<file path="config.mk">
export PLATFORM = sky130hd
export DESIGN_NAME = axi_master_arbiter
export DESIGN_NICKNAME = d
export VERILOG_FILES = /design/src/rtl/axi_master_arbiter_pkg.sv /design/src/rtl/axi_master_arbiter_channel.sv /design/src/rtl/axi_master_arbiter.sv
export SDC_FILE = /design/constraint.sdc
export NUM_CORES = 1
export LEC_CHECK = 0
export ABC_AREA = 1
export BUFFER_PORTS_ARGS = -buffer_cell sky130_fd_sc_hd__buf_2
export CAP_MARGIN = 20
export CORE_AREA = 2 2 194 196
export DETAILED_ROUTE_END_ITERATION = 8
export DIE_AREA = 0 0 196 198
export HOLD_SLACK_MARGIN = 0.05
export PLACE_DENSITY = 0.74
export SYNTH_ARGS = -nofsm -noshare
export SYNTH_HDL_FRONTEND = slang
export SYNTH_SLANG_ARGS = --single-unit
</file>
<file path="constraint.sdc">
create_clock -name axi_ACLK -period 1.6 [get_ports axi_ACLK]
set_input_delay 0.32 -clock axi_ACLK [delete_from_list [all_inputs] [get_ports axi_ACLK]]
set_output_delay 0.32 -clock axi_ACLK [all_outputs]
set_load 0.02 [all_outputs]
</file>
<file path="src/rtl/axi_master_arbiter_pkg.sv">
// Shared bus package for the axi_master arbiter slice.
// Holds the AXI response encoding, the per-channel arbiter FSM states,
// the legal requester-count bounds and the write payload layout.
package axi_master_arbiter_pkg;

  // Legal range for the number of requesters sharing one axi_master
  localparam int unsigned N_REQ_MIN = 2;
  localparam int unsigned N_REQ_MAX = 8;

  localparam int unsigned ADDR_W = 32;
  localparam int unsigned DATA_W = 32;
  localparam int unsigned STRB_W = 4;

  typedef enum logic [1:0] {
    AXI_OKAY   = 2'b00,
    AXI_EXOKAY = 2'b01,
    AXI_SLVERR = 2'b10,
    AXI_DECERR = 2'b11
  } axi_response_t;

  // Channel arbiter FSM: pick an owner, hand its request downstream, wait for done
  typedef enum logic [1:0] {
    CH_IDLE  = 2'b00,
    CH_ISSUE = 2'b01,
    CH_WAIT  = 2'b10
  } ch_state_t;

  // Buffered write request as seen by the write channel arbiter
  typedef struct packed {
    logic [ADDR_W-1:0] address;
    logic [DATA_W-1:0] data;
    logic [STRB_W-1:0] strobe;
  } write_payload_t;

  localparam int unsigned WR_PAYLOAD_W = $bits(write_payload_t);
  localparam int unsigned RD_PAYLOAD_W = ADDR_W;

endpackage

</file>
<file path="src/rtl/axi_master_arbiter_channel.sv">
// axi_channel_arbiter: one arbitration channel (write or read).
// Holds a pending flag and payload buffer per requester, selects an owner,
// and hands the owner's payload to the downstream port.
// Ports:
//   axi_ACLK, axi_ARESETN   clock, async active-low reset
//   start_i / payload_i     per-requester request pulse and payload
//   cts_o / done_o          per-requester clear-to-send and done pulse
//   m_start_o / m_payload_o request to the downstream axi_master port
//   m_cts_i / m_done_i      downstream clear-to-send and completion
// Build option: AXI_ARBITER_ROUND_ROBIN_EN selects round-robin arbitration;
// otherwise the lowest pending index wins.
module axi_channel_arbiter
  import axi_master_arbiter_pkg::*;
#(
  parameter int unsigned N_REQ     = 3,
  parameter int unsigned PAYLOAD_W = 32
) (
  input  logic                             axi_ACLK,
  input  logic                             axi_ARESETN,
  input  logic [N_REQ-1:0]                 start_i,
  input  logic [N_REQ-1:0][PAYLOAD_W-1:0]  payload_i,
  output logic [N_REQ-1:0]                 cts_o,
  output logic [N_REQ-1:0]                 done_o,
  output logic                             m_start_o,
  output logic [PAYLOAD_W-1:0]             m_payload_o,
  input  logic                             m_cts_i,
  input  logic                             m_done_i
);

  localparam int unsigned IDX_W = $clog2(N_REQ);

  ch_state_t              state;
  logic [IDX_W-1:0]       owner;
  logic [N_REQ-1:0]       pending;
  logic [PAYLOAD_W-1:0]   pbuf [N_REQ];
  logic                   win_valid;
  logic [IDX_W-1:0]       win_idx;

`ifdef AXI_ARBITER_ROUND_ROBIN_EN
  // Index where the next search starts: one past the last owner
  logic [IDX_W-1:0]       rr_ptr;
  logic [IDX_W:0]         cand;

  // Scan downwards so the pending index closest to rr_ptr is kept
  always_comb begin
    win_valid = |pending;
    win_idx   = '0;
    cand      = '0;
    for (int k = N_REQ - 1; k >= 0; k--) begin
      cand = {1'b0, rr_ptr} + (IDX_W + 1)'(k);
      if (cand >= (IDX_W + 1)'(N_REQ)) begin
        cand = cand - (IDX_W + 1)'(N_REQ);
      end
      if (pending[cand[IDX_W-1:0]]) begin
        win_idx = cand[IDX_W-1:0];
      end
    end
  end

  // Pointer advances past each newly granted owner
  always_ff @(posedge axi_ACLK or negedge axi_ARESETN) begin
    if (!axi_ARESETN) begin
      rr_ptr <= '0;
    end else if (state == CH_IDLE && win_valid) begin
      if (win_idx == IDX_W'(N_REQ - 1)) begin
        rr_ptr <= '0;
      end else begin
        rr_ptr <= win_idx + IDX_W'(1);
      end
    end
  end
`else
  // Fixed priority: lowest pending index wins
  always_comb begin
    win_valid = |pending;
    win_idx   = '0;
    for (int k = N_REQ - 1; k >= 0; k--) begin
      if (pending[k]) begin
        win_idx = IDX_W'(k);
      end
    end
  end
`endif

  // Pending flags, payload capture and channel FSM
  always_ff @(posedge axi_ACLK or negedge axi_ARESETN) begin
    if (!axi_ARESETN) begin
      state   <= CH_IDLE;
      owner   <= '0;
      pending <= '0;
      for (int i = 0; i < N_REQ; i++) begin
        pbuf[i] <= '0;
      end
    end else begin
      for (int i = 0; i < N_REQ; i++) begin
        if (start_i[i] && !pending[i]) begin
          pending[i] <= 1'b1;
          pbuf[i]    <= payload_i[i];
        end
      end
      case (state)
        CH_IDLE: begin
          if (win_valid) begin
            owner <= win_idx;
            state <= CH_ISSUE;
          end
        end
        CH_ISSUE: begin
          if (m_cts_i) begin
            state <= CH_WAIT;
          end
        end
        CH_WAIT: begin
          // Owner's flag is set here, so no capture can collide with this clear
          if (m_done_i) begin
            pending[owner] <= 1'b0;
            state          <= CH_IDLE;
          end
        end
        default: state <= CH_IDLE;
      endcase
    end
  end

  assign cts_o       = ~pending;
  assign m_start_o   = (state == CH_ISSUE) && m_cts_i;
  assign m_payload_o = (state == CH_ISSUE) ? pbuf[owner] : '0;

  // Done is forwarded in the same cycle, only to the current owner
  always_comb begin
    done_o = '0;
    if (state == CH_WAIT && m_done_i) begin
      done_o[owner] = 1'b1;
    end
  end

endmodule

</file>
<file path="src/rtl/axi_master_arbiter.sv">
// axi_master_arbiter: shares one axi_master request port among N_REQ
// requesters, with independent write and read arbitration.
// Ports:
//   axi_ACLK, axi_ARESETN                 clock, async active-low reset
//   req_write_*                           per-requester write request/status
//   req_read_*                            per-requester read request/status
//   req_read_data_o, req_*_response_o     broadcast, qualified by done pulses
//   write_* / read_*                      axi_master write and read ports
// Build option: AXI_ARBITER_ROUND_ROBIN_EN selects round-robin arbitration
// (default build: fixed priority, lowest index wins).
module axi_master_arbiter
  import axi_master_arbiter_pkg::*;
#(
  parameter int unsigned N_REQ = 3
) (
  input  logic                           axi_ACLK,
  input  logic                           axi_ARESETN,
  input  logic [N_REQ-1:0]               req_write_start_i,
  input  logic [N_REQ-1:0][ADDR_W-1:0]   req_write_address_i,
  input  logic [N_REQ-1:0][DATA_W-1:0]   req_write_data_i,
  input  logic [N_REQ-1:0][STRB_W-1:0]   req_write_strobe_i,
  output logic [N_REQ-1:0]               req_write_cts_o,
  output logic [N_REQ-1:0]               req_write_done_o,
  input  logic [N_REQ-1:0]               req_read_start_i,
  input  logic [N_REQ-1:0][ADDR_W-1:0]   req_read_address_i,
  output logic [N_REQ-1:0]               req_read_cts_o,
  output logic [N_REQ-1:0]               req_read_done_o,
  output logic [DATA_W-1:0]              req_read_data_o,
  output axi_response_t                  req_write_response_o,
  output axi_response_t                  req_read_response_o,
  output logic                           write_start_o,
  output logic [ADDR_W-1:0]              write_address_o,
  output logic [DATA_W-1:0]              write_data_o,
  output logic [STRB_W-1:0]              write_strobe_o,
  input  logic                           write_cts_i,
  input  logic                           write_done_i,
  input  axi_response_t                  write_response_i,
  output logic                           read_start_o,
  output logic [ADDR_W-1:0]              read_address_o,
  input  logic                           read_cts_i,
  input  logic                           read_done_i,
  input  logic [DATA_W-1:0]              read_data_i,
  input  axi_response_t                  read_response_i
);

  logic [N_REQ-1:0][WR_PAYLOAD_W-1:0] wr_payload;
  write_payload_t                     wr_out;

  // Pack each requester's write fields into one buffered payload
  always_comb begin
    for (int i = 0; i < N_REQ; i++) begin
      wr_payload[i] = write_payload_t'{
        address: req_write_address_i[i],
        data:    req_write_data_i[i],
        strobe:  req_write_strobe_i[i]
      };
    end
  end

  axi_channel_arbiter #(
    .N_REQ     (N_REQ),
    .PAYLOAD_W (WR_PAYLOAD_W)
  ) u_write_arb (
    .axi_ACLK    (axi_ACLK),
    .axi_ARESETN (axi_ARESETN),
    .start_i     (req_write_start_i),
    .payload_i   (wr_payload),
    .cts_o       (req_write_cts_o),
    .done_o      (req_write_done_o),
    .m_start_o   (write_start_o),
    .m_payload_o (wr_out),
    .m_cts_i     (write_cts_i),
    .m_done_i    (write_done_i)
  );

  assign write_address_o = wr_out.address;
  assign write_data_o    = wr_out.data;
  assign write_strobe_o  = wr_out.strobe;

  axi_channel_arbiter #(
    .N_REQ     (N_REQ),
    .PAYLOAD_W (RD_PAYLOAD_W)
  ) u_read_arb (
    .axi_ACLK    (axi_ACLK),
    .axi_ARESETN (axi_ARESETN),
    .start_i     (req_read_start_i),
    .payload_i   (req_read_address_i),
    .cts_o       (req_read_cts_o),
    .done_o      (req_read_done_o),
    .m_start_o   (read_start_o),
    .m_payload_o (read_address_o),
    .m_cts_i     (read_cts_i),
    .m_done_i    (read_done_i)
  );

  // Status is broadcast as-is; requesters qualify it with their done pulse
  assign req_read_data_o      = read_data_i;
  assign req_write_response_o = write_response_i;
  assign req_read_response_o  = read_response_i;

endmodule

</file>
Word-level counts from Yosys, hierarchy flattened
Index checks and enable logic that the tools add are counted.

Logic and storage cells: 100. Bits in registers: 314. Input port bits: 348. Output and inout bits: 150.

Muxes and demuxes: 38. Equal/unequal tests: 10. Magnitude comparators: 6. Reduce and logical (&&, ||, !) cells: 26. Bitwise gates (word level): 8.

Operators with widths (count): 68-bit 2-to-1 mux (3); 68-bit binary-select mux with 2-bit select (1); 32-bit 2-to-1 mux (3); 32-bit binary-select mux with 2-bit select (1); 2-bit 2-to-1 mux (12); 3-bit 2-to-1 mux (6); 1-bit logical AND (12); 3-bit NOT (4); 2-bit case mux with 3 select lines (2); 1-bit 2-to-1 mux (8); 2-bit inequality test (second input constant) (4); 3-bit AND (2); 3-bit >= comparator (second input constant) (2); 1-bit logical NOT (6); 2-bit by 3-bit < comparator with 1-bit output (second input constant) (2); 2-bit NOT with 3-bit output (2); 3-bit AND reduction (2); 3-bit OR reduction (2); 1-bit demux with 2-bit select (2); 2-bit by 1-bit == test with 1-bit output (second input constant) (2); 2-bit == test (second input constant) (2); 2-bit by 1-bit >= comparator with 1-bit output (second input constant) (2); 2-bit logical NOT (2); 2-bit by 1-bit inequality test with 1-bit output (second input constant) (2); 2-bit AND reduction (2).

Logic depth before layout (Yosys ltp)
Gate-level depths: netlist (run 1).

Depth after elaboration: 8. Depth in mapped cells: 7. Depth with buffers taken out: 5.

By module
A second synthesis (run 1) with hierarchy kept.

Cell total of the unflattened synthesis: 2090. Area total of the unflattened synthesis: 15666.3 um^2.

By module, submodules not included: axi_channel_arbiter (u_write_arb) (seq. area each 5280.1 um^2, cells each 1381, times used 1, area each 10357.4 um^2); axi_channel_arbiter (u_read_arb) (seq. area each 2577.5 um^2, cells each 673, times used 1, area each 5038.6 um^2); axi_master_arbiter (seq. area each 0.0 um^2, cells each 36, times used 1, area each 270.3 um^2).

Worst setup path after synthesis (run 1)
No wires, ideal clock.

Path kind: reg-to-output. From: register u_write_arb.owner[0]. To: output port req_write_done_o[1]. Setup slack: 0.029 ns. Required time: 1.280 ns. Data arrival time: 1.251 ns. Stages on the path, launching flop included: 5. Buffers on the path: 2. Cell sequence: dfrtp_1 -> buf_4 -> inv_2 -> buf_4 -> nor3_1.

Cells in the longest elaborated chain, start to end: 5. Elaborated cells between the ends (all ways): 6. Classes of those cells: 2 x order compare; 3 x mux; 1 x reduce/logical.

RTL lines: start, declared (line axi_master_arbiter_channel.sv:33) `logic [IDX_W-1:0] owner;`; start signal, assigned (line axi_master_arbiter_channel.sv:104) `owner <= win_idx;`; 2-bit by 3-bit < comparator with 1-bit output (implied by the code) or 2-bit by 1-bit >= comparator with 1-bit output (tied branches) (line axi_master_arbiter_channel.sv:133) `done_o[owner] = 1'b1;`; 1-bit logical AND (implied by the code) (line axi_master_arbiter_channel.sv:133); 1-bit 2-to-1 mux (implied by the code) (line axi_master_arbiter_channel.sv:133); 1-bit demux with 2-bit select (*); 3-bit 2-to-1 mux (*) (line axi_master_arbiter_channel.sv:132) `if (state == CH_WAIT && m_done_i) begin`; end, declared (line axi_master_arbiter.sv:23) `output logic [N_REQ-1:0] req_write_done_o,`.

Mark *: on every way between the ends. The rest lies on a longest branch, timed or not.

Worst setup path in the final report (run 1)
From: register u_read_arb.owner[1]. To: output port read_address_o[25].

Cells in the longest elaborated chain, start to end: 5.

RTL lines: start, declared (line axi_master_arbiter_channel.sv:33); start signal, assigned (line axi_master_arbiter_channel.sv:104); 2-bit NOT with 3-bit output (implied by the code) (line axi_master_arbiter_channel.sv:127) `assign m_payload_o = (state == CH_ISSUE) ? pbuf[owner] : '0;`; 32-bit binary-select mux with 2-bit select (line axi_master_arbiter_channel.sv:127); 32-bit 2-to-1 mux (implied by the code) (2 in a row) (line axi_master_arbiter_channel.sv:127); 32-bit 2-to-1 mux (line axi_master_arbiter_channel.sv:127); end, declared (line axi_master_arbiter.sv:39) `output logic [ADDR_W-1:0] read_address_o,`.

Every way passes these cells. The select of a mux whose other input is x is not followed.

==> summary.md, run 1 <==
| Metric | Value |
|---|---|
| Global-route usage over all layers | `0.3120` |
| Sequential cell area fraction in the yosys report | `0.4994` |
| Total number of vias | `19000` |
| Share of flip-flops with an asynchronous set or reset after synthesis | `1.000` |
| Core Area | `36960 sq um` |
| Vert. Die Dim | `198 microns` |
| Power density over cell area | `1707 nW/um^2` |
| Die area | `38810 sq um` |
| Setup-violating endpoint count in the final report | `109` |
| Area Growth Syn to Fin | `52.43%` |
| Initial standard-cell utilization of the core | `0.4258` |
| Capturing point of the worst reg2reg path | `u_read_arb.pbuf[53]$_DFFE_PN0P_` |
| Post-detailed-placement half-perimeter wirelength | `40.14 mm` |
| Final ANT Viol Nets | `0` |
| Number of input and output port buffers inserted | `425` |
| WHS Path Cells | `3` |
| Number of synthesized flops with an enable pin | `0` |
| Startpoint of the most critical hold path | `req_write_address_i[86]` |
| Depth of the most critical reg-to-reg path | `6` |
| Fillcell total | `2711` |
| Static leakage | `13.18 nW` |
| Number of clock sinks | `314` |
| Share of layout cells above drive strength 1 | `0.3517` |
| Total global routing overflow | `0` |
| Sum of negative setup slack | `-60800 ps` |
| Number of DRC markers in iteration 0 | `2346` |
| Post-route design area | `23980 sq um` |
| Residual DRC | `0` |
| Hold Path End | `u_write_arb.pbuf[58]$_DFFE_PN0P_` |
| H-Tree Level Count | `2` |
| Unrepaired setup endpoints after global routing | `yes` |
| Final cycle utilization of the critical path | `1.439` |
| Transition time at the pin with the least slew margin | `486.4 ps` |
| DRT Pass-1 Iters | `7` |
| Violated checks | `negative setup slack` |
| Area taken by flip-flops and latches | `7865 sq um` |
| Min Tclk post-route | `2303 ps` |
| Clock tree from TritonCTS | `built` |
| Crit. End Element | `primary output` |
| Fin. Hold Viols | `0` |
| Clock latency on the worst-skew pair | `520 ps` |
| Final core utilization | `0.6490` |
| Number of warnings printed during yosys synthesis | `0` |
| Top fanout value on the critical path | `17` |
| Most used flip-flop cell after synthesis | `sky130_fd_sc_hd__dfrtp_1` |
| Netlist area before placement | `15730 sq um` |
| Via density | `5.972` |
| Synth area leader | `sky130_fd_sc_hd__dfrtp_1` |
| Area share of the largest cell type after synthesis | `0.4994` |
| Max-slew violations | `0` |
| Max Clock Freq | `434.2 MHz` |
| Initial antenna violation count | `11` |
| Placement Rows | `71` |
| Clk buf depth | `3` |
| First-pass GRT wire length | `95.18 mm` |
| Via count of the first global-routing pass | `17510` |
| R2R Setup Slk | `70 ps` |
| Multi-input gate area | `7505 sq um` |
| Global placement routability congestion | `0.9875` |
| Top cells by instance count after synthesis | `sky130_fd_sc_hd__nand2_1, sky130_fd_sc_hd__nand3_1, sky130_fd_sc_hd__dfrtp_1, sky130_fd_sc_hd__inv_1, sky130_fd_sc_hd__buf_4` |
| Startpoint kind of the worst setup timing path | `flop` |
| Clock-pin slew on the worst setup and hold paths | `60 ps` |
| Clock skew after layout | `16.99 ps` |
| Synth cell types | `19` |
| Worst slack after detailed placement | `-116.1 ps` |
| Die X-Extent | `196 microns` |
| Fin worst setup slack | `-703.2 ps` |
| Root Buffer | `sky130_fd_sc_hd__clkbuf_16` |
| DP Area | `18540 sq um` |
| Required time of the worst setup path | `1280 ps` |
| Wire length per cell after detailed routing | `22.02 microns` |
| Reg2reg start | `u_read_arb.pending[1]$_DFF_PN0_` |
| Type of the tightest min-delay check | `in -> reg` |
| Maximum number of pins on one net before global-route repair | `69` |
| Post-Synthesis Cells | `2090` |
| Post-synthesis area per instance | `7.528 sq um` |
| Largest cells by area after synthesis | `sky130_fd_sc_hd__dfrtp_1, sky130_fd_sc_hd__nand2_1, sky130_fd_sc_hd__nand3_1, sky130_fd_sc_hd__buf_4, sky130_fd_sc_hd__inv_1` |
| Number of flip-flops and latches in the synthesized netlist | `314` |
| Most common cell in the synthesized netlist | `sky130_fd_sc_hd__nand2_1` |
| Max-slew headroom at the worst pin | `0.6757` |
| CP Data Arrival Time | `1980 ps` |
| CP Class | `reg -> out` |
| Top Ports | `498` |
| Worst IR drop on VDD | `1.272 mV` |
| Number of buffers created by CTS | `37` |
| Number of max-capacitance violations reported | `0` |
| Overall power | `40.94 mW` |
| Wire length reported by the detailed router | `70.04 mm` |
| Status | `complete, but fails checks` |
| Nets | `3022` |
| Synth Net Count | `2438` |
-- cell families after synthesis --
kind of cell | count (synthesis) | synth area share
simple gates | 1450 | 0.3955
flops | 314 | 0.4994
compound gates | 10 | 0.003340
buf+inv | 316 | 0.1017
-- sequential cells by signal, summed over array words and instances (netlist names) --
signal	cells
u_write_arb.pbuf	204
u_read_arb.pbuf	96
u_read_arb.pending	3
u_write_arb.pending	3
u_read_arb.owner	2
u_read_arb.state	2
u_write_arb.owner	2
u_write_arb.state	2
-- area by class of cell --
class,count,share of cell area
antenna,9,0.0009391
clock buffer,55,0.04393
clock inverter,8,0.002400
inverter,120,0.02170
multi-input combinational,1460,0.3129
sequential,314,0.3279
tap,474,0.02473
timing repair buffer,741,0.2654
-- worst max-delay path by stage --
stage / from / endpoint / slack [ps] / depth (start not counted)
after floorplan: u_write_arb.owner[0]$_DFFE_PN0P_ / req_write_done_o[1] / 30 / 4
after global placement: u_write_arb.owner[1]$_DFFE_PN0P_ / write_data_o[2] / -90 / 8
after detailed placement: u_write_arb.owner[1]$_DFFE_PN0P_ / write_strobe_o[1] / -120 / 8
after CTS: u_write_arb.owner[1]$_DFFE_PN0P_ / write_strobe_o[1] / -610 / 8
after global routing: u_read_arb.owner[1]$_DFFE_PN0P_ / read_address_o[25] / -790 / 7
final: u_read_arb.owner[1]$_DFFE_PN0P_ / read_address_o[25] / -700 / 7
-- what timing repair did --
action / CTS / global route
pin swaps: 22 / 43
buffers inserted: 10 / 24
setup endpoints to repair: 113 / 114
endpoints found under the hold margin: 185 / 1
gates cloned: 9 / 11
hold buffers: 158 / 1
resized for setup: 277 / 352
-- metrics by stage --
step                hold slack, ps  cells
finish                       57.77   3181
global route                 51.95   3177
CTS                          50.26   3140
detailed placement           272.3   2901
global placement             267.9   2901
floorplan                    24.41   2090
-- worst max-delay path, cell delays in order (launching register included) --
cell,delay [ps]
sky130_fd_sc_hd__dfrtp_2,420
sky130_fd_sc_hd__buf_4,150
sky130_fd_sc_hd__buf_6,240
sky130_fd_sc_hd__nand3_1,210
sky130_fd_sc_hd__nand3_2,150
sky130_fd_sc_hd__nand2_1,70
sky130_fd_sc_hd__inv_1,90
sky130_fd_sc_hd__buf_6,120
-- report_power, final --
part	internal (mW)	switching, mW	leakage (nW)
Clock	4.56	3.43	0.542
Sequential	10.7	2.35	4.02
Combinational	8.39	11.5	8.62
-- placed cells by master, fill, tap and decap left out, types with 5 or more instances in the layout --
cell	Yosys	layout
sky130_fd_sc_hd__a21oi_1	6	6
sky130_fd_sc_hd__buf_12	0	44
sky130_fd_sc_hd__buf_16	0	6
sky130_fd_sc_hd__buf_2	56	322
sky130_fd_sc_hd__buf_4	73	103
sky130_fd_sc_hd__buf_6	9	94
sky130_fd_sc_hd__clkbuf_1	54	12
sky130_fd_sc_hd__clkbuf_16	0	46
sky130_fd_sc_hd__clkbuf_8	0	6
sky130_fd_sc_hd__clkinv_4	0	5
sky130_fd_sc_hd__dfrtp_1	314	308
sky130_fd_sc_hd__dfrtp_2	0	6
sky130_fd_sc_hd__diode_2	0	9
sky130_fd_sc_hd__dlygate4sd3_1	0	159
sky130_fd_sc_hd__inv_1	108	50
sky130_fd_sc_hd__inv_2	11	60
sky130_fd_sc_hd__nand2_1	820	701
sky130_fd_sc_hd__nand2_2	0	74
sky130_fd_sc_hd__nand2_4	0	45
sky130_fd_sc_hd__nand3_1	606	495
sky130_fd_sc_hd__nand3_2	0	101
sky130_fd_sc_hd__nand3_4	0	10
sky130_fd_sc_hd__nor2_1	14	12
-- metal layers --
layer,track usage,routed length [microns],vias to the layer above
met2,0.5152,32130,1756
met4,0.1762,5865,8
met5,0,45,-
met3,0.06949,8274,559
met1,0.3797,23730,8819
li1,-,-,7856
Power figures use the tool's default switching activity.
==> inputs of run 2 (changes only) <==
--- a/config.mk
+++ b/config.mk
@@ -6,13 +6,12 @@
 export NUM_CORES = 1
 export LEC_CHECK = 0
 export ABC_AREA = 1
-export BUFFER_PORTS_ARGS = -buffer_cell sky130_fd_sc_hd__buf_2
 export CAP_MARGIN = 20
 export CORE_AREA = 2 2 194 196
 export DETAILED_ROUTE_END_ITERATION = 8
 export DIE_AREA = 0 0 196 198
+export DONT_BUFFER_PORTS = 1
 export HOLD_SLACK_MARGIN = 0.05
-export PLACE_DENSITY = 0.74
 export SYNTH_ARGS = -nofsm -noshare
 export SYNTH_HDL_FRONTEND = slang
 export SYNTH_SLANG_ARGS = --single-unit
==> constraint.sdc (replaced) <==
create_clock -name axi_ACLK -period 1.9 [get_ports axi_ACLK]
set_input_delay 0.38 -clock axi_ACLK [delete_from_list [all_inputs] [get_ports axi_ACLK]]
set_output_delay 0.38 -clock axi_ACLK [all_outputs]
set_load 0.02 [all_outputs]
==> run 2 against run 1 <==
The run ends with negative hold slack, negative setup slack left. First-iteration DRC count fell by 31%. Non-clock buffer count fell by 184. Combinational power fell by 26%. Hold slack got worse by 520 ps. Sequential cell count did not move. Critical path depth did not move. Setup slack improved by 290 ps. Clock power rose by 2%.
==> summary.md, run 2 (same netlist as run 1, synthesis figures left out) <==
| Metric | Value |
|---|---|
| Leading cell types in the layout, fill and taps excluded | `sky130_fd_sc_hd__nand2_1, sky130_fd_sc_hd__nand3_1, sky130_fd_sc_hd__dlygate4sd3_1` |
| CP Data Arrival Time | `1930 ps` |
| Flip-flop count of the largest register, all copies and words added | `204` |
| Max-slew violations | `0` |
| Final ANT Viol Nets | `0` |
| Wire length reported by the detailed router | `67.99 mm` |
| Fin worst setup slack | `-413.3 ps` |
| Clock latency on the worst-skew pair | `550 ps` |
| Clock-pin slew on the worst setup and hold paths | `60 ps` |
| Combinational share of power | `0.436` |
| Clk buf depth | `3` |
| Area taken by flip-flops and latches | `7868 sq um` |
| Share of layout cells above drive strength 1 | `0.2145` |
| Initial standard-cell utilization of the core | `0.4258` |
| Power density over cell area | `1384 nW/um^2` |
| DRT Pass-1 Iters | `6` |
| Fraction of power consumed by sequential logic | `0.323` |
| Required time of the worst setup path | `1520 ps` |
| First-pass GRT wire length | `99.33 mm` |
| Clock skew after layout | `23.41 ps` |
| Post-layout instance count excluding filler cells | `3006` |
| Final core utilization | `0.6595` |
| Die area | `38810 sq um` |
| Area Growth Syn to Fin | `54.89%` |
| Number of max-capacitance violations reported | `0` |
| Most common cell after layout, fill and taps aside | `sky130_fd_sc_hd__nand2_1` |
| Vert. Die Dim | `198 microns` |
| Violated checks | `negative hold slack, negative setup slack` |
| Switching share of power | `0.4192` |
| Largest registers | `u_write_arb.pbuf (204), u_read_arb.pbuf (96)` |
| Initial antenna violation count | `15` |
| Worst slack after detailed placement | `114.4 ps` |
| Total global routing overflow | `0` |
| Internal power of the cells | `19.59 mW` |
| Placed insts | `2429` |
| Root Buffer | `sky130_fd_sc_hd__clkbuf_16` |
| Crit. End Element | `primary output` |
| Setup-violating endpoint count in the final report | `106` |
| Multi-input gate area | `7735 sq um` |
| Static leakage | `11.99 nW` |
| Sum of negative setup slack | `-35080 ps` |
| Unrepaired setup endpoints after global routing | `yes` |
| Nets | `2839` |
| H-Tree Level Count | `2` |
| Top Ports | `498` |
| Number of DRC markers in iteration 0 | `1629` |
| Global placement routability congestion | `0.8614` |
| Clock Power Share | `0.241` |
| Residual DRC | `0` |
| CP Class | `reg -> out` |
| Number of clock sinks | `314` |
| Global-route usage over all layers | `0.3314` |
| Final cycle utilization of the critical path | `1.218` |
| Max Clock Freq | `432.3 MHz` |
| Via count of the first global-routing pass | `17630` |
| Post-detailed-placement half-perimeter wirelength | `34.59 mm` |
| Core Area | `36960 sq um` |
| Switching power of the nets | `14.14 mW` |
| Placement Rows | `71` |
| Min Tclk post-route | `2313 ps` |
| Top fanout value on the critical path | `6` |
| Clock tree from TritonCTS | `built` |
| Worst IR drop on VDD | `0.8498 mV` |
| Status | `complete, but fails checks` |
| Transition time at the pin with the least slew margin | `1111 ps` |
| Type of the tightest min-delay check | `in -> async` |
| Hold-fix buffers at CTS | `465` |
| Via density | `5.818` |
| Number of buffers created by CTS | `38` |
| Most flops, register | `u_write_arb.pbuf` |
| Total number of vias | `17490` |
| Number of input and output port buffers inserted | `0` |
| Wire length per cell after detailed routing | `22.62 microns` |
| Startpoint kind of the worst setup timing path | `flop` |
| Final worst hold slack | `-465.5 ps` |
| Fillcell total | `2742` |
| Fin. Hold Viols | `314` |
| Max-slew headroom at the worst pin | `0.2569` |
| Maximum number of pins on one net before global-route repair | `315` |
| Die X-Extent | `196 microns` |
## run 2: changes by cell type in the layout (fill, tap and decap cells not counted), moves of 6 or more
cell and change:
sky130_fd_sc_hd__buf_12 -16, sky130_fd_sc_hd__buf_2 -322, sky130_fd_sc_hd__buf_4 -73, sky130_fd_sc_hd__buf_6 -81, sky130_fd_sc_hd__bufinv_16 +7, sky130_fd_sc_hd__clkbuf_1 -8, sky130_fd_sc_hd__diode_2 +6, sky130_fd_sc_hd__dlygate4sd3_1 +304
sky130_fd_sc_hd__inv_1 -42, sky130_fd_sc_hd__inv_2 -12, sky130_fd_sc_hd__inv_4 +58, sky130_fd_sc_hd__nand2_1 -25, sky130_fd_sc_hd__nand2_4 +24
## run 2: stage by stage
| stage | power [mW] | cell area (sq um) |
|---|---|---|
| 6_report | 33.73 | 24370 |
| 5_1_grt | 35.27 | 24360 |
| 4_1_cts | 31.38 | 23400 |
| 3_5_place_dp | 19.69 | 15890 |
| 3_3_place_gp | 19.51 | 15890 |
| 2_1_floorplan | 17.22 | 15730 |
## run 2: worst max-delay path: stages (launching register included)
cell                      delay (ps)
sky130_fd_sc_hd__dfrtp_4         510
sky130_fd_sc_hd__nor2_4          180
sky130_fd_sc_hd__buf_8           180
sky130_fd_sc_hd__buf_12          140
sky130_fd_sc_hd__nand2_1          50
sky130_fd_sc_hd__nand3_1          60
sky130_fd_sc_hd__nand2_1         110
sky130_fd_sc_hd__inv_2           140
## run 2: final cells by class
cell class	instances	share of cell area
sequential	314	0.3228
multi-input combinational	1460	0.3174
tap	474	0.02434
clock buffer	54	0.04687
antenna	15	0.001540
timing repair buffer	557	0.2516
clock inverter	12	0.009806
inverter	120	0.02562
## run 2: per-layer routing
layer | share of wire | track usage | vias up | wire length [microns]
met5 | 0.00019 | 0 | - | 13
met4 | 0.055 | 0.1928 | 2 | 3713
met3 | 0.11 | 0.08227 | 294 | 7219
met2 | 0.47 | 0.5388 | 1253 | 32170
met1 | 0.37 | 0.4024 | 8461 | 24870
li1 | - | - | 7480 | -
## run 2: timing repair
item,4_1_cts,5_1_grt
setup endpoints to repair,107,110
gates cloned,13,6
pin swaps,23,33
resized for setup,353,232
buffers inserted,15,6
endpoints found under the hold margin,624,314
## run 2: power by group through the flow
stage,Clock (mW),Sequential (mW),Combinational (mW)
5_1_grt,8.52,11.1,15.7
2_1_floorplan,0,10.0,7.21
3_3_place_gp,0,10.4,9.13
6_report,8.14,10.9,14.7
3_5_place_dp,0,10.4,9.28
4_1_cts,8.20,10.5,12.7
## run 2: path summary, 6_finish.rpt
check                                                      start                           endpoint  slack (ps)  cells after the start
worst max-delay path            u_write_arb.owner[0]$_DFFE_PN0P_                   write_data_o[20]        -410                      7
worst min-delay path                                 axi_ARESETN  u_write_arb.pbuf[149]$_DFFE_PN0P_        -470                      0
worst max register to register  u_write_arb.pending[1]$_DFF_PN0_   u_write_arb.pbuf[91]$_DFFE_PN0P_          50                      5
worst min register to register   u_read_arb.pbuf[27]$_DFFE_PN0P_    u_read_arb.pbuf[27]$_DFFE_PN0P_         470                      2
max in group asynchronous                            axi_ARESETN    u_read_arb.owner[0]$_DFFE_PN0P_        1890                      0
min in group axi_ACLK                       req_write_start_i[1]  u_write_arb.pbuf[111]$_DFFE_PN0P_          90                      2
==> inputs of run 3 (changes only) <==
--- a/config.mk
+++ b/config.mk
@@ -7,9 +7,9 @@
 export LEC_CHECK = 0
 export ABC_AREA = 1
 export CAP_MARGIN = 20
-export CORE_AREA = 2 2 194 196
+export CORE_AREA = 2 2 191 193
 export DETAILED_ROUTE_END_ITERATION = 8
-export DIE_AREA = 0 0 196 198
+export DIE_AREA = 0 0 193 195
 export DONT_BUFFER_PORTS = 1
 export HOLD_SLACK_MARGIN = 0.05
 export SYNTH_ARGS = -nofsm -noshare
==> constraint.sdc (replaced) <==
create_clock -name axi_ACLK -period 2.66 [get_ports axi_ACLK]
set_input_delay 0.532 -clock axi_ACLK [delete_from_list [all_inputs] [get_ports axi_ACLK]]
set_output_delay 0.532 -clock axi_ACLK [all_outputs]
set_load 0.02 [all_outputs]
==> run 3 against run 2 <==
The run ends with negative hold slack left. Register-to-register slack better by 940 ps. Core utilization down 18 points. Largest power group is now sequential cells. Non-clock buffer count down 512. Via count down 21%. Largest cell class unchanged. First-iteration DRC count down 35%.
==> summary.md, run 3 (same netlist as run 1, synthesis figures left out) <==
| Metric | Value |
|---|---|
| Clock skew after layout | `13.96 ps` |
| Flip-flop count of the largest register, all copies and words added | `204` |
| Status | `complete, but fails checks` |
| Share of layout cells above drive strength 1 | `0.06003` |
| Global-route usage over all layers | `0.2729` |
| Wire length per cell after detailed routing | `21.10 microns` |
| Maximum number of pins on one net before global-route repair | `315` |
| Capturing point of the worst reg2reg path | `u_write_arb.pbuf[43]$_DFFE_PN0P_` |
| Worst setup path endpoint | `write_address_o[6]` |
| Clk buf depth | `3` |
| Number of buffers created by CTS | `36` |
| Worst IR drop on VDD | `0.6699 mV` |
| Switching share of power | `0.3973` |
| H-Tree Level Count | `2` |
| Critical path startpoint | `u_write_arb.owner[1]$_DFFE_PN0P_` |
| Type of the tightest min-delay check | `in -> async` |
| Power density over cell area | `1128 nW/um^2` |
| Area taken by flip-flops and latches | `7863 sq um` |
| R2R Setup Slk | `990 ps` |
| Required time of the worst setup path | `2130 ps` |
| Die X-Extent | `193 microns` |
| Leading cell types in the layout, fill and taps excluded | `sky130_fd_sc_hd__nand2_1, sky130_fd_sc_hd__nand3_1, sky130_fd_sc_hd__dfrtp_1` |
| Sum of negative setup slack | `0 ps` |
| Clock Power Share | `0.272` |
| Switching power of the nets | `7.576 mW` |
| Number of input and output port buffers inserted | `0` |
| Internal power of the cells | `11.49 mW` |
| Transition time at the pin with the least slew margin | `724.7 ps` |
| Largest registers | `u_write_arb.pbuf (204), u_read_arb.pbuf (96)` |
| CP Class | `reg -> out` |
| Vert. Die Dim | `195 microns` |
| Reg2reg start | `u_write_arb.pending[2]$_DFF_PN0_` |
| Top Ports | `498` |
| Number of DRC markers in iteration 0 | `1060` |
| CP Data Arrival Time | `2030 ps` |
| Multi-input gate area | `6284 sq um` |
| Most flops, register | `u_write_arb.pbuf` |
| Violated checks | `negative hold slack` |
| Post-detailed-placement half-perimeter wirelength | `34.45 mm` |
| Unrepaired setup endpoints after global routing | `yes` |
| Static leakage | `9.439 nW` |
| Top fanout value on the critical path | `35` |
| Max Clock Freq | `390.9 MHz` |
| Fraction of power consumed by sequential logic | `0.389` |
| Placement Rows | `69` |
| Final worst hold slack | `-270.5 ps` |
| Min Tclk post-route | `2559 ps` |
| Max-slew violations | `0` |
| Root Buffer | `sky130_fd_sc_hd__clkbuf_16` |
| Clock tree from TritonCTS | `built` |
| Initial standard-cell utilization of the core | `0.4445` |
| Core Area | `35400 sq um` |
| Via density | `5.630` |
| Post-route design area | `16910 sq um` |
| Most common cell after layout, fill and taps aside | `sky130_fd_sc_hd__nand2_1` |
| Startpoint kind of the worst setup timing path | `flop` |
| Via count of the first global-routing pass | `14000` |
| Number of max-capacitance violations reported | `0` |
| Final ANT Viol Nets | `0` |
| DRT Pass-1 Iters | `5` |
| Wire length reported by the detailed router | `51.92 mm` |
| Nets | `2325` |
| Fillcell total | `3565` |
| Max-slew headroom at the worst pin | `0.5168` |
| Clock-pin slew on the worst setup and hold paths | `60 ps` |
| Total number of vias | `13860` |
| Clock latency on the worst-skew pair | `510 ps` |
| DP Area | `15620 sq um` |
| Crit. End Element | `primary output` |
| Total global routing overflow | `0` |
| Die area | `37640 sq um` |
| Final cycle utilization of the critical path | `0.9618` |
| Depth of the most critical reg-to-reg path | `4` |
| Fin. Hold Viols | `314` |
| Overall power | `19.07 mW` |
| Area Growth Syn to Fin | `7.467%` |
| Residual DRC | `0` |
| Fin worst setup slack | `101.5 ps` |
| First-pass GRT wire length | `80.10 mm` |
| Number of clock sinks | `314` |
| Initial antenna violation count | `2` |
| Combinational share of power | `0.339` |
| Worst slack after detailed placement | `428.2 ps` |
| Global placement routability congestion | `0.8505` |
| Setup-violating endpoint count in the final report | `0` |
-- run 3: cell types whose count changed in the layout (fill, tap and decap cells not counted), sizes merged --
cell	before	now
clkinv	6	8
diode	15	1
clkbuf	60	48
bufbuf	2	0
bufinv	7	5
buf	86	45
dlygate4sd3	463	0
-- run 3: power by group through the flow --
stage	Sequential, mW	Clock [mW]	Combinational, mW
3_3_place_gp	7.42	0	6.33
2_1_floorplan	7.15	0	5.15
5_1_grt	7.58	5.51	7.29
6_report	7.41	5.18	6.47
3_5_place_dp	7.44	0	6.43
4_1_cts	7.38	5.28	6.48
-- run 3: per-layer routing --
| layer | share of wire | wire length, microns | track usage |
|---|---|---|---|
| met1 | 0.40 | 20700 | 0.3489 |
| met2 | 0.47 | 24280 | 0.4427 |
| met3 | 0.094 | 4876 | 0.06955 |
| met4 | 0.040 | 2051 | 0.1072 |
| met5 | 0.00025 | 13 | 0 |
-- run 3: timing repair --
action | 4_1_cts | 5_1_grt
endpoints found under the setup margin | 74 | 59
setup buffers | 0 | 1
endpoints found under the hold margin | 314 | 314
cloned | 0 | 0
resized for setup | 11 | 6
-- run 3: per-stage QoR --
step,utilization,std cells
3_3_place_gp,0.4412,2399
3_5_place_dp,0.4412,2399
2_1_floorplan,-,2090
4_1_cts,0.4771,2459
5_1_grt,0.4777,2461
6_report,0.4777,2461
-- run 3: worst max-delay path, stage by stage, from the launching register on --
cell and delay, ps:
sky130_fd_sc_hd__dfrtp_4 590, sky130_fd_sc_hd__inv_8 200, sky130_fd_sc_hd__buf_12 230, sky130_fd_sc_hd__nand3_1 100, sky130_fd_sc_hd__nand3_1 110, sky130_fd_sc_hd__nand2_1 60, sky130_fd_sc_hd__inv_1 220
-- run 3: final cells by class --
class	instances	share of cell area
clock inverter	12	0.01162
antenna	1	0.0001480
sequential	314	0.4650
timing repair buffer	45	0.02849
inverter	120	0.02760
multi-input combinational	1460	0.3716
tap	461	0.03411
clock buffer	48	0.06142
-- run 3: worst min-delay path by stage --
stage | from | to | slack [ps] | depth (start not counted)
after floorplan | axi_ARESETN | u_read_arb.owner[0]$_DFFE_PN0P_ | 240 | 0
after global placement | axi_ARESETN | u_write_arb.pbuf[183]$_DFFE_PN0P_ | 250 | 0
after detailed placement | axi_ARESETN | u_write_arb.pbuf[148]$_DFFE_PN0P_ | 250 | 0
after CTS | axi_ARESETN | u_write_arb.pbuf[183]$_DFFE_PN0P_ | -290 | 0
after global routing | axi_ARESETN | u_write_arb.pbuf[183]$_DFFE_PN0P_ | -300 | 0
final | axi_ARESETN | u_write_arb.pbuf[183]$_DFFE_PN0P_ | -270 | 0
